File: config.mk
export PLATFORM = sky130hd
export DESIGN_NAME = rv32i_dmemarb
export DESIGN_NICKNAME = d
export VERILOG_FILES = /design/src/rtl/rv32i_dmemarb.sv
export SDC_FILE = /design/constraint.sdc
export NUM_CORES = 1
export LEC_CHECK = 0
export CAP_MARGIN = 15
export CORE_AREA = 3 3 117 119
export DETAILED_ROUTE_END_ITERATION = 8
export DIE_AREA = 0 0 120 122
export PLACE_DENSITY = 0.56
export SLEW_MARGIN = 40
export SYNTH_ARGS = -nofsm -noshare
export SYNTH_HDL_FRONTEND = slang
export SYNTH_SLANG_ARGS = --single-unit
File: constraint.sdc
create_clock -name clk_i -period 2.7 [get_ports clk_i]
set_input_delay 0.54 -clock clk_i [delete_from_list [all_inputs] [get_ports clk_i]]
set_output_delay 0.54 -clock clk_i [all_outputs]
set_load 0.01 [all_outputs]
File: src/rtl/rv32i_dmemarb.sv
// Data-port arbiter between the CPU memory stage and a loader/DMA requester.
// Bounds starvation on both sides and routes 1-cycle synchronous read returns.
module rv32i_dmemarb #(
  parameter int unsigned StarveLimit = 3,
  parameter int unsigned DmaBurst    = 4
) (
  input  logic        clk_i,
  input  logic        rst_ni,

  input  logic        cpu_req_i,
  input  logic        cpu_we_i,
  input  logic [3:0]  cpu_be_i,
  input  logic [29:0] cpu_addr_i,
  input  logic [31:0] cpu_wdata_i,
  output logic        cpu_gnt_o,
  output logic        cpu_stall_o,
  output logic        cpu_rvalid_o,
  output logic [31:0] cpu_rdata_o,

  input  logic        dma_req_i,
  input  logic        dma_we_i,
  input  logic [3:0]  dma_be_i,
  input  logic [29:0] dma_addr_i,
  input  logic [31:0] dma_wdata_i,
  output logic        dma_gnt_o,
  output logic        dma_rvalid_o,
  output logic [31:0] dma_rdata_o,

  output logic        d_we_o,
  output logic [3:0]  d_be_o,
  output logic [29:0] d_addr_o,
  output logic [31:0] d_wdata_o,
  input  logic [31:0] d_rdata_i
);

  typedef enum logic [0:0] {StCpu, StDma} state_e;

  localparam logic [3:0] StarveMax = 4'(StarveLimit);
  localparam logic [3:0] BurstMax  = 4'(DmaBurst);

  state_e     state_q, state_d;
  logic [3:0] starve_q, starve_d;
  logic [3:0] burst_q, burst_d;
  logic       rd_pend_q, rd_pend_d;
  logic       rd_owner_q, rd_owner_d;
  logic       cpu_win, dma_win;

  always_comb begin
    state_d  = state_q;
    starve_d = starve_q;
    burst_d  = burst_q;
    cpu_win  = 1'b0;
    dma_win  = 1'b0;
    unique case (state_q)
      StCpu: begin
        if (cpu_req_i && !(dma_req_i && (starve_q == StarveMax))) begin
          cpu_win = 1'b1;
          if (dma_req_i) begin
            starve_d = (starve_q == StarveMax) ? starve_q : starve_q + 4'd1;
          end else begin
            starve_d = 4'd0;
          end
        end else if (dma_req_i) begin
          dma_win  = 1'b1;
          state_d  = StDma;
          burst_d  = 4'd1;
          starve_d = 4'd0;
        end else begin
          starve_d = 4'd0;
        end
      end
      StDma: begin
        if (dma_req_i && (!cpu_req_i || (burst_q < BurstMax))) begin
          dma_win = 1'b1;
          // Burst length only counts while the CPU is actually waiting.
          if (cpu_req_i && (burst_q < BurstMax)) begin
            burst_d = burst_q + 4'd1;
          end
        end else if (cpu_req_i) begin
          cpu_win  = 1'b1;
          state_d  = StCpu;
          burst_d  = 4'd0;
          starve_d = 4'd0;
        end else begin
          state_d = StCpu;
          burst_d = 4'd0;
        end
      end
    endcase
  end

  // Grants are suppressed while reset is held, even though they are combinational.
  assign cpu_gnt_o   = cpu_win & rst_ni;
  assign dma_gnt_o   = dma_win & rst_ni;
  assign cpu_stall_o = cpu_req_i & ~cpu_gnt_o;

  always_comb begin
    d_we_o    = 1'b0;
    d_be_o    = 4'h0;
    d_addr_o  = 30'd0;
    d_wdata_o = 32'd0;
    if (cpu_gnt_o) begin
      d_we_o    = cpu_we_i;
      d_be_o    = cpu_be_i;
      d_addr_o  = cpu_addr_i;
      d_wdata_o = cpu_wdata_i;
    end else if (dma_gnt_o) begin
      d_we_o    = dma_we_i;
      d_be_o    = dma_be_i;
      d_addr_o  = dma_addr_i;
      d_wdata_o = dma_wdata_i;
    end
  end

  always_comb begin
    rd_pend_d  = (cpu_gnt_o & ~cpu_we_i) | (dma_gnt_o & ~dma_we_i);
    rd_owner_d = rd_owner_q;
    if (cpu_gnt_o && !cpu_we_i) begin
      rd_owner_d = 1'b0;
    end else if (dma_gnt_o && !dma_we_i) begin
      rd_owner_d = 1'b1;
    end
  end

  always_ff @(posedge clk_i or negedge rst_ni) begin
    if (!rst_ni) begin
      state_q    <= StCpu;
      starve_q   <= 4'd0;
      burst_q    <= 4'd0;
      rd_pend_q  <= 1'b0;
      rd_owner_q <= 1'b0;
    end else begin
      state_q    <= state_d;
      starve_q   <= starve_d;
      burst_q    <= burst_d;
      rd_pend_q  <= rd_pend_d;
      rd_owner_q <= rd_owner_d;
    end
  end

  assign cpu_rvalid_o = rd_pend_q & ~rd_owner_q;
  assign dma_rvalid_o = rd_pend_q & rd_owner_q;
  assign cpu_rdata_o  = d_rdata_i;
  assign dma_rdata_o  = d_rdata_i;

endmodule

==> results of run 1 <==
## final cells by class
class	instances	area share [%]
inverters	5	0.504
well taps	172	5.78
multi-input cells	111	24.6
clock buffers	3	2.02
repair buffers	234	59.6
clock inverters	1	0.134
flip-flops and latches	11	7.39
## synthesized netlist by cell type, drive strengths merged, types with 2 or more instances
cell / instances / area [sq um]
a21oi: 4 / 20.0
a221oi: 2 / 30.0
a22o: 67 / 587
a31oi: 2 / 12.5
and2: 2 / 12.5
buf: 72 / 542
clkbuf: 7 / 26.3
dfrtp: 11 / 275
ha: 2 / 25.0
inv: 5 / 18.8
nand2: 4 / 15.0
nand3: 3 / 15.0
nor2: 4 / 15.0
nor2b: 4 / 25.0
o21ai: 2 / 10.0
## routing by layer
| metal | wire [um] | global-route usage, % |
|---|---|---|
| met1 | 3860 | 14.0 |
| met2 | 4900 | 22.3 |
| met3 | 824 | 3.11 |
| met4 | 219 | 3.15 |
| met5 | 0 | 0 |
## stage by stage
stage / utilization, % / hold slack (ns) / area (sq um) / cells / power [mW]
finish: 29.4 / 0.469 / 3720 / 537 / 1.07
global placement: 29.1 / 0.527 / 3680 / 526 / 0.817
global route: 29.4 / 0.477 / 3720 / 537 / 1.13
detailed placement: 29.1 / 0.535 / 3680 / 526 / 0.821
floorplan: - / 0.244 / 1760 / 206 / 0.492
CTS: 30.5 / 0.464 / 3860 / 537 / 1.09
## final timing paths
kind / from / to / slack (ns) / cells after the start
max: dma_req_i / d_wdata_o[25] / 0.05 / 8
min: rst_ni / burst_q[3] / 0.47 / 2
max reg2reg: starve_q[0] / burst_q[3] / 0.96 / 7
min reg2reg: burst_q[1] / burst_q[1] / 0.55 / 1
max in group asynchronous: rst_ni / starve_q[2] / 2.03 / 2
min in group clk_i: burst_q[1] / burst_q[1] / 0.55 / 1
## flip-flops by register name, indices dropped and copies added (netlist names)
signal	count
rd_pend_q	1
starve_q	4
rd_owner_q	1
state_q	1
burst_q	4
## report_power, final
part	switching (mW)	internal, mW	leakage [nW]
combinational	0.227	0.379	1.42
sequential	0.0133	0.180	0.144
clock	0.0758	0.196	0.0409
total	0.316	0.756	1.61
## timing repair
item / 4_1_cts / 5_1_grt
gates resized for setup: 123 / 76
endpoints found under the setup margin: 70 / 58
pin swaps: 5 / 4
setup buffers: 4 / 0
cloned: 3 / 0
## kinds of logic after synthesis
| family | after synthesis | share of synthesized area (%) |
|---|---|---|
| DFF | 11 | 15.7 |
| AOI/OAI and AO/OA | 84 | 40.9 |
| adders and majority gates | 2 | 1.43 |
| buffers and inverters | 84 | 33.4 |
| muxes | 1 | 0.641 |
| and+or+nand+nor | 24 | 7.91 |
## worst reg2reg max path, stage by stage, from the launching register on
cell       delay [ns]
dfrtp_1          0.35
ha_2             0.20
nand4bb_2        0.13
buf_4            0.17
a221oi_2         0.34
buf_4            0.20
a41oi_1          0.13
a21oi_1          0.15
==> results.sh, run 1 <==
export IMPL_hold_violations=0
export IMPL_grt_pass1_wl_mm=13.9
export IMPL_die_height_um=122
export IMPL_setup_viol_count_final=0
export IMPL_cp_top_family="buffers and inverters"
export IMPL_core_sq_mm=0.0127
export IMPL_nNetsFinal=538
export IMPL_syn_num_nets=378
export IMPL_io_pins=306
export IMPL_status="completed"
export IMPL_drc=0
export IMPL_ir_drop_mv=0.164
export IMPL_synth_edff_count=0
export IMPL_ys_warn_count=0
export IMPL_tns_ns=0
export IMPL_max_stage_delay_ns=0.38
export IMPL_cap_violations=0
export IMPL_dieWidth_um=120
export IMPL_p_leak_nw=1.61
export IMPL_post_place_ws_ns=-0.614
export IMPL_netlist_area_sq_mm=0.00176
export IMPL_ys_seq_elements=11
export IMPL_crit_required_ns=2.16
export IMPL_ys_types=32
export IMPL_cp_end_kind="primary output"
export IMPL_grt_overflow_total=0
export IMPL_h_tree_depth=1
export IMPL_clkLatencyLatePin_ns=0.24
export IMPL_wl_mm=9.80
export IMPL_min_period_over_period_pct=98.3
export IMPL_die_area_sq_mm=0.0146
export IMPL_power_density_mw_per_mm2=288
export IMPL_cts_clk_slew_worst_paths_ns=0.04
export IMPL_rsz0062_at_grt="true"
export IMPL_cts_root_buffer="clkbuf_16"
export IMPL_drtIter0Drc=132
export IMPL_initial_core_util_pct=13.9
export IMPL_relSlewSlack_pct=63.1
export IMPL_cp_max_fo=22
export IMPL_worst_pin_slew_ns=0.549
export IMPL_path_common_cell="buf_12"
export IMPL_cp_arrival_ns=2.11
export IMPL_port_buffers=209
export IMPL_worstSetupStartpointType="input pin"
export IMPL_final_common_cell="clkdlybuf4s50_1"
export IMPL_crit_type="in2out"
export IMPL_clock_tree_buffer_depth=2
export IMPL_async_reset_ff_share_pct=100
export IMPL_num_rows=41
export IMPL_skew_ns=0.00415
export IMPL_diodes=0
export IMPL_min_period_ns=2.65
export IMPL_cts_hold_fix_buffers=0
export IMPL_track_usage_pct=12.1
export IMPL_drive_gt1_share_pct=22.5
export IMPL_worstPathCellList="clkdlybuf4s15_2, or3b_4, nand4_1, nand2_4, buf_12, buf_12, a22o_1, clkdlybuf4s15_1"
export IMPL_multiInputGateArea_sq_um=916
export IMPL_synthFlopType="dfrtp_1"
export IMPL_cts_tree="done"
export IMPL_drtPass1Iterations=4
export IMPL_slew_violations=0
export IMPL_area_growth_synth_to_final_pct=112
export IMPL_dp_hpwl_mm=7.69
export IMPL_antenna_found_initial=0
export IMPL_grt_start_max_net_pins=28
export IMPL_cts_buffers=3
export IMPL_cts_sinks=11
export IMPL_drtAntennaViolNets=0
export IMPL_synth_cells=206
export IMPL_final_cell_mix="clkdlybuf4s50_1 (136), a22o_1 (67), clkbuf_2 (37)"
export IMPL_hold_class="in2async"
export IMPL_wl_per_cell_um=18.2
export IMPL_synth_avg_cell_area_sq_um=8.52
export IMPL_yosysSeqAreaShare_pct=15.7
export IMPL_seqCellArea_sq_um=275
export IMPL_n_fill_cell=1360
export IMPL_grt_pass1_vias=2268
export IMPL_place_gp_congestion=0.800
export IMPL_crit_slowest_cell="or3b_4"
export IMPL_max_clock_freq_mhz=377
export IMPL_setup_slack_ns=0.0458
export IMPL_path_buf_inv=4
export IMPL_vias=2184
export IMPL_avgViaCountPerCell=4.07
(Power assumes the default switching activity.)
==> run 2, diff against run 1 <==
--- a/config.mk
+++ b/config.mk
@@ -5,10 +5,11 @@
 export SDC_FILE = /design/constraint.sdc
 export NUM_CORES = 1
 export LEC_CHECK = 0
+export ABC_AREA = 1
 export CAP_MARGIN = 15
-export CORE_AREA = 3 3 117 119
+export CORE_AREA = 3 3 118 120
 export DETAILED_ROUTE_END_ITERATION = 8
-export DIE_AREA = 0 0 120 122
+export DIE_AREA = 0 0 121 123
 export PLACE_DENSITY = 0.56
 export SLEW_MARGIN = 40
 export SYNTH_ARGS = -nofsm -noshare
==> run 2 against run 1 <==
Compared with the run above:
- die area is 1.7% higher
- worst hold slack got worse by 0.0080 ns
- synthesized cell count grew 75%
- clock skew fell by 0.0038 ns
- cell area grew 8.4%
- combinational power up 90%
- setup slack gained 0.066 ns
- critical endpoint is now d_wdata_o[31]
- largest cell class unchanged
- highest routed layer unchanged
==> results.sh, run 2 <==
export IMPL_status="completed"
export IMPL_wl_per_cell_um=14.5
export IMPL_ys_types=23
export IMPL_r2r_start="starve_q[0]"
export IMPL_drive_gt1_share_pct=19.2
export IMPL_n_fill_cell=1445
export IMPL_holdPathStages=2
export IMPL_drtAntennaViolNets=0
export IMPL_reg2reg_to="rd_owner_q"
export IMPL_wl_mm=10.2
export IMPL_die_height_um=123
export IMPL_drtPass1Iterations=4
export IMPL_core_sq_mm=0.0131
export IMPL_nNetsFinal=698
export IMPL_track_usage_pct=12.0
export IMPL_cp_arrival_ns=2.05
export IMPL_final_util_pct=30.8
export IMPL_place_gp_congestion=0.847
export IMPL_synth_compound_gate_area_share_pct=4.27
export IMPL_crit_type="reg2out"
export IMPL_cts_tree="done"
export IMPL_vias=2764
export IMPL_netlist_area_sq_mm=0.00196
export IMPL_cts_sinks=11
export IMPL_async_reset_ff_share_pct=100
export IMPL_syn_num_nets=532
export IMPL_drtIter0Drc=129
export IMPL_diodes=0
export IMPL_power_density_mw_per_mm2=408
export IMPL_cts_root_buffer="clkbuf_16"
export IMPL_dp_hpwl_mm=7.43
export IMPL_top_regs="burst_q x4, starve_q x4"
export IMPL_dieWidth_um=121
export IMPL_hold_class="reg2reg"
export IMPL_grt_start_max_net_pins=28
export IMPL_initial_core_util_pct=15.0
export IMPL_synth_xor_area_share_pct=0
export IMPL_crit_required_ns=2.16
export IMPL_antenna_found_initial=0
export IMPL_min_period_over_period_pct=95.9
export IMPL_clock_tree_buffer_depth=2
export IMPL_grt_pass1_wl_mm=14.0
export IMPL_rsz0062_at_grt="true"
export IMPL_drc=0
export IMPL_worstSetupStartpointType="register"
export IMPL_ys_warn_count=0
export IMPL_setup_slack_ns=0.112
export IMPL_num_rows=42
export IMPL_synth_edff_count=0
export IMPL_synth_area_top_cells="nand2_1 (42%), buf_4 (24%), dfrtp_1 (14%)"
export IMPL_synth_avg_cell_area_sq_um=5.45
export IMPL_ys_seq_elements=11
export IMPL_synth_fa_ha_area_share_pct=1.28
export IMPL_yosysSeqAreaShare_pct=14.0
export IMPL_cap_violations=0
export IMPL_cts_clk_slew_worst_paths_ns=0.04
export IMPL_synth_top_family_by_area="simple AND/OR/NAND/NOR gates"
export IMPL_die_area_sq_mm=0.0149
export IMPL_grt_pass1_vias=2729
export IMPL_hold_violations=0
export IMPL_slew_violations=0
export IMPL_skew_ns=0.000350
export IMPL_cp_end_kind="primary output"
export IMPL_final_cell_mix="nand2_1 (215), clkdlybuf4s50_1 (137), clkbuf_2 (34)"
export IMPL_clkLatencyLatePin_ns=0.24
export IMPL_cts_buffers=3
export IMPL_synth_top_cell_area_share_pct=41.7
export IMPL_relSlewSlack_pct=80.4
export IMPL_yosysTopAreaCell="nand2_1"
export IMPL_synthMuxAreaShare_pct=0
export IMPL_seqCellArea_sq_um=275
export IMPL_worst_pin_slew_ns=0.295
export IMPL_area_growth_synth_to_final_pct=106
export IMPL_final_common_cell="nand2_1"
export IMPL_ir_drop_mv=0.236
export IMPL_synth_most_common_cell="nand2_1"
export IMPL_avgViaCountPerCell=3.94
export IMPL_hold_ws_ns=0.461
export IMPL_reg2reg_slack_ns=1.14
export IMPL_reg2reg_depth=11
export IMPL_port_buffers=209
export IMPL_multiInputGateArea_sq_mm=0.00106
export IMPL_synthFlopType="dfrtp_1"
export IMPL_synth_common_cells="nand2_1 (218), buf_4 (64), inv_1 (14)"
export IMPL_grt_overflow_total=0
export IMPL_post_place_ws_ns=-0.396
export IMPL_io_pins=306
export IMPL_setup_viol_count_final=0
export IMPL_synth_cells=360
export IMPL_cp_max_fo=14
export IMPL_hp_start="burst_q[3]"
export IMPL_whs_endpoint="burst_q[3]"
export IMPL_tns_ns=0
export IMPL_h_tree_depth=1
export IMPL_p_leak_nw=2.05
export IMPL_synthSimpleGateAreaFrac_pct=47.1
export IMPL_max_clock_freq_mhz=386
export IMPL_min_period_ns=2.59
-- run 2: changes by cell type after synthesis, sizes merged, moves of 5 or more --
cell	before	now
a22o	67	0
o21ai	2	8
inv	5	17
nand2	4	219
nand3	3	8
-- run 2: critical path: stages, from the launching register on --
cell	delay [ns]
dfrtp_1	0.37
ha_2	0.19
inv_2	0.04
nor2_2	0.10
nand2_2	0.10
a21oi_4	0.17
nand3_4	0.12
inv_8	0.09
buf_8	0.12
buf_12	0.14
nand2_1	0.07
nand2_1	0.06
clkdlybuf4s15_1	0.23
-- run 2: area by class of cell --
class,instances,share of cell area (%)
Multi-Input combinational cell,253,26.3
Timing Repair Buffer,240,57.6
Inverter,17,1.83
Sequential cell,11,6.82
Clock buffer,3,1.86
Clock inverter,1,0.124
Tap cell,176,5.46
-- run 2: per-layer routing --
metal	part of all wire [%]	vias to the layer above	track usage, %
met5	0	-	0
met4	2.4	0	3.26
met3	14	32	6.13
met2	48	192	21.2
met1	36	1188	12.6
li1	-	1352	-
-- run 2: cell families after synthesis --
logic type	count (synthesis)
compound gates	13
flops	11
buf+inv	96
fa+ha+maj	2
simple gates	238
-- run 2: metrics by stage --
stage | std cells | power [mW] | instance area [sq um]
final | 701 | 1.65 | 4030
after detailed placement | 681 | 1.33 | 3850
after CTS | 698 | 1.68 | 4160
after global placement | 681 | 1.32 | 3850
after global routing | 701 | 1.78 | 4030
after floorplan | 360 | 0.755 | 1960
-- run 2: how the worst max path moves through the flow --
stage,endpoint,from,depth (start not counted)
after floorplan,d_addr_o[0],starve_q[0],12
after global placement,d_addr_o[29],dma_req_i,11
after detailed placement,d_addr_o[29],dma_req_i,11
after CTS,d_addr_o[3],starve_q[1],12
after global routing,d_wdata_o[31],starve_q[1],12
final,d_wdata_o[31],starve_q[1],12
-- run 2: report_power, final --
group	internal [mW]	switching [mW]	leakage [nW]
sequential	0.197	0.0283	0.145
combinational	0.614	0.534	1.87
clock	0.196	0.0775	0.0409
-- run 2: repair_timing --
| item | 4_1_cts | 5_1_grt |
|---|---|---|
| buffers inserted | 8 | 4 |
| gates cloned | 5 | 2 |
| endpoints found under the hold margin | 0 | 0 |
| hold buffers | 0 | 0 |
| pin swaps | 1 | 3 |
| gates resized for setup | 135 | 85 |
| endpoints found under the setup margin | 70 | 67 |
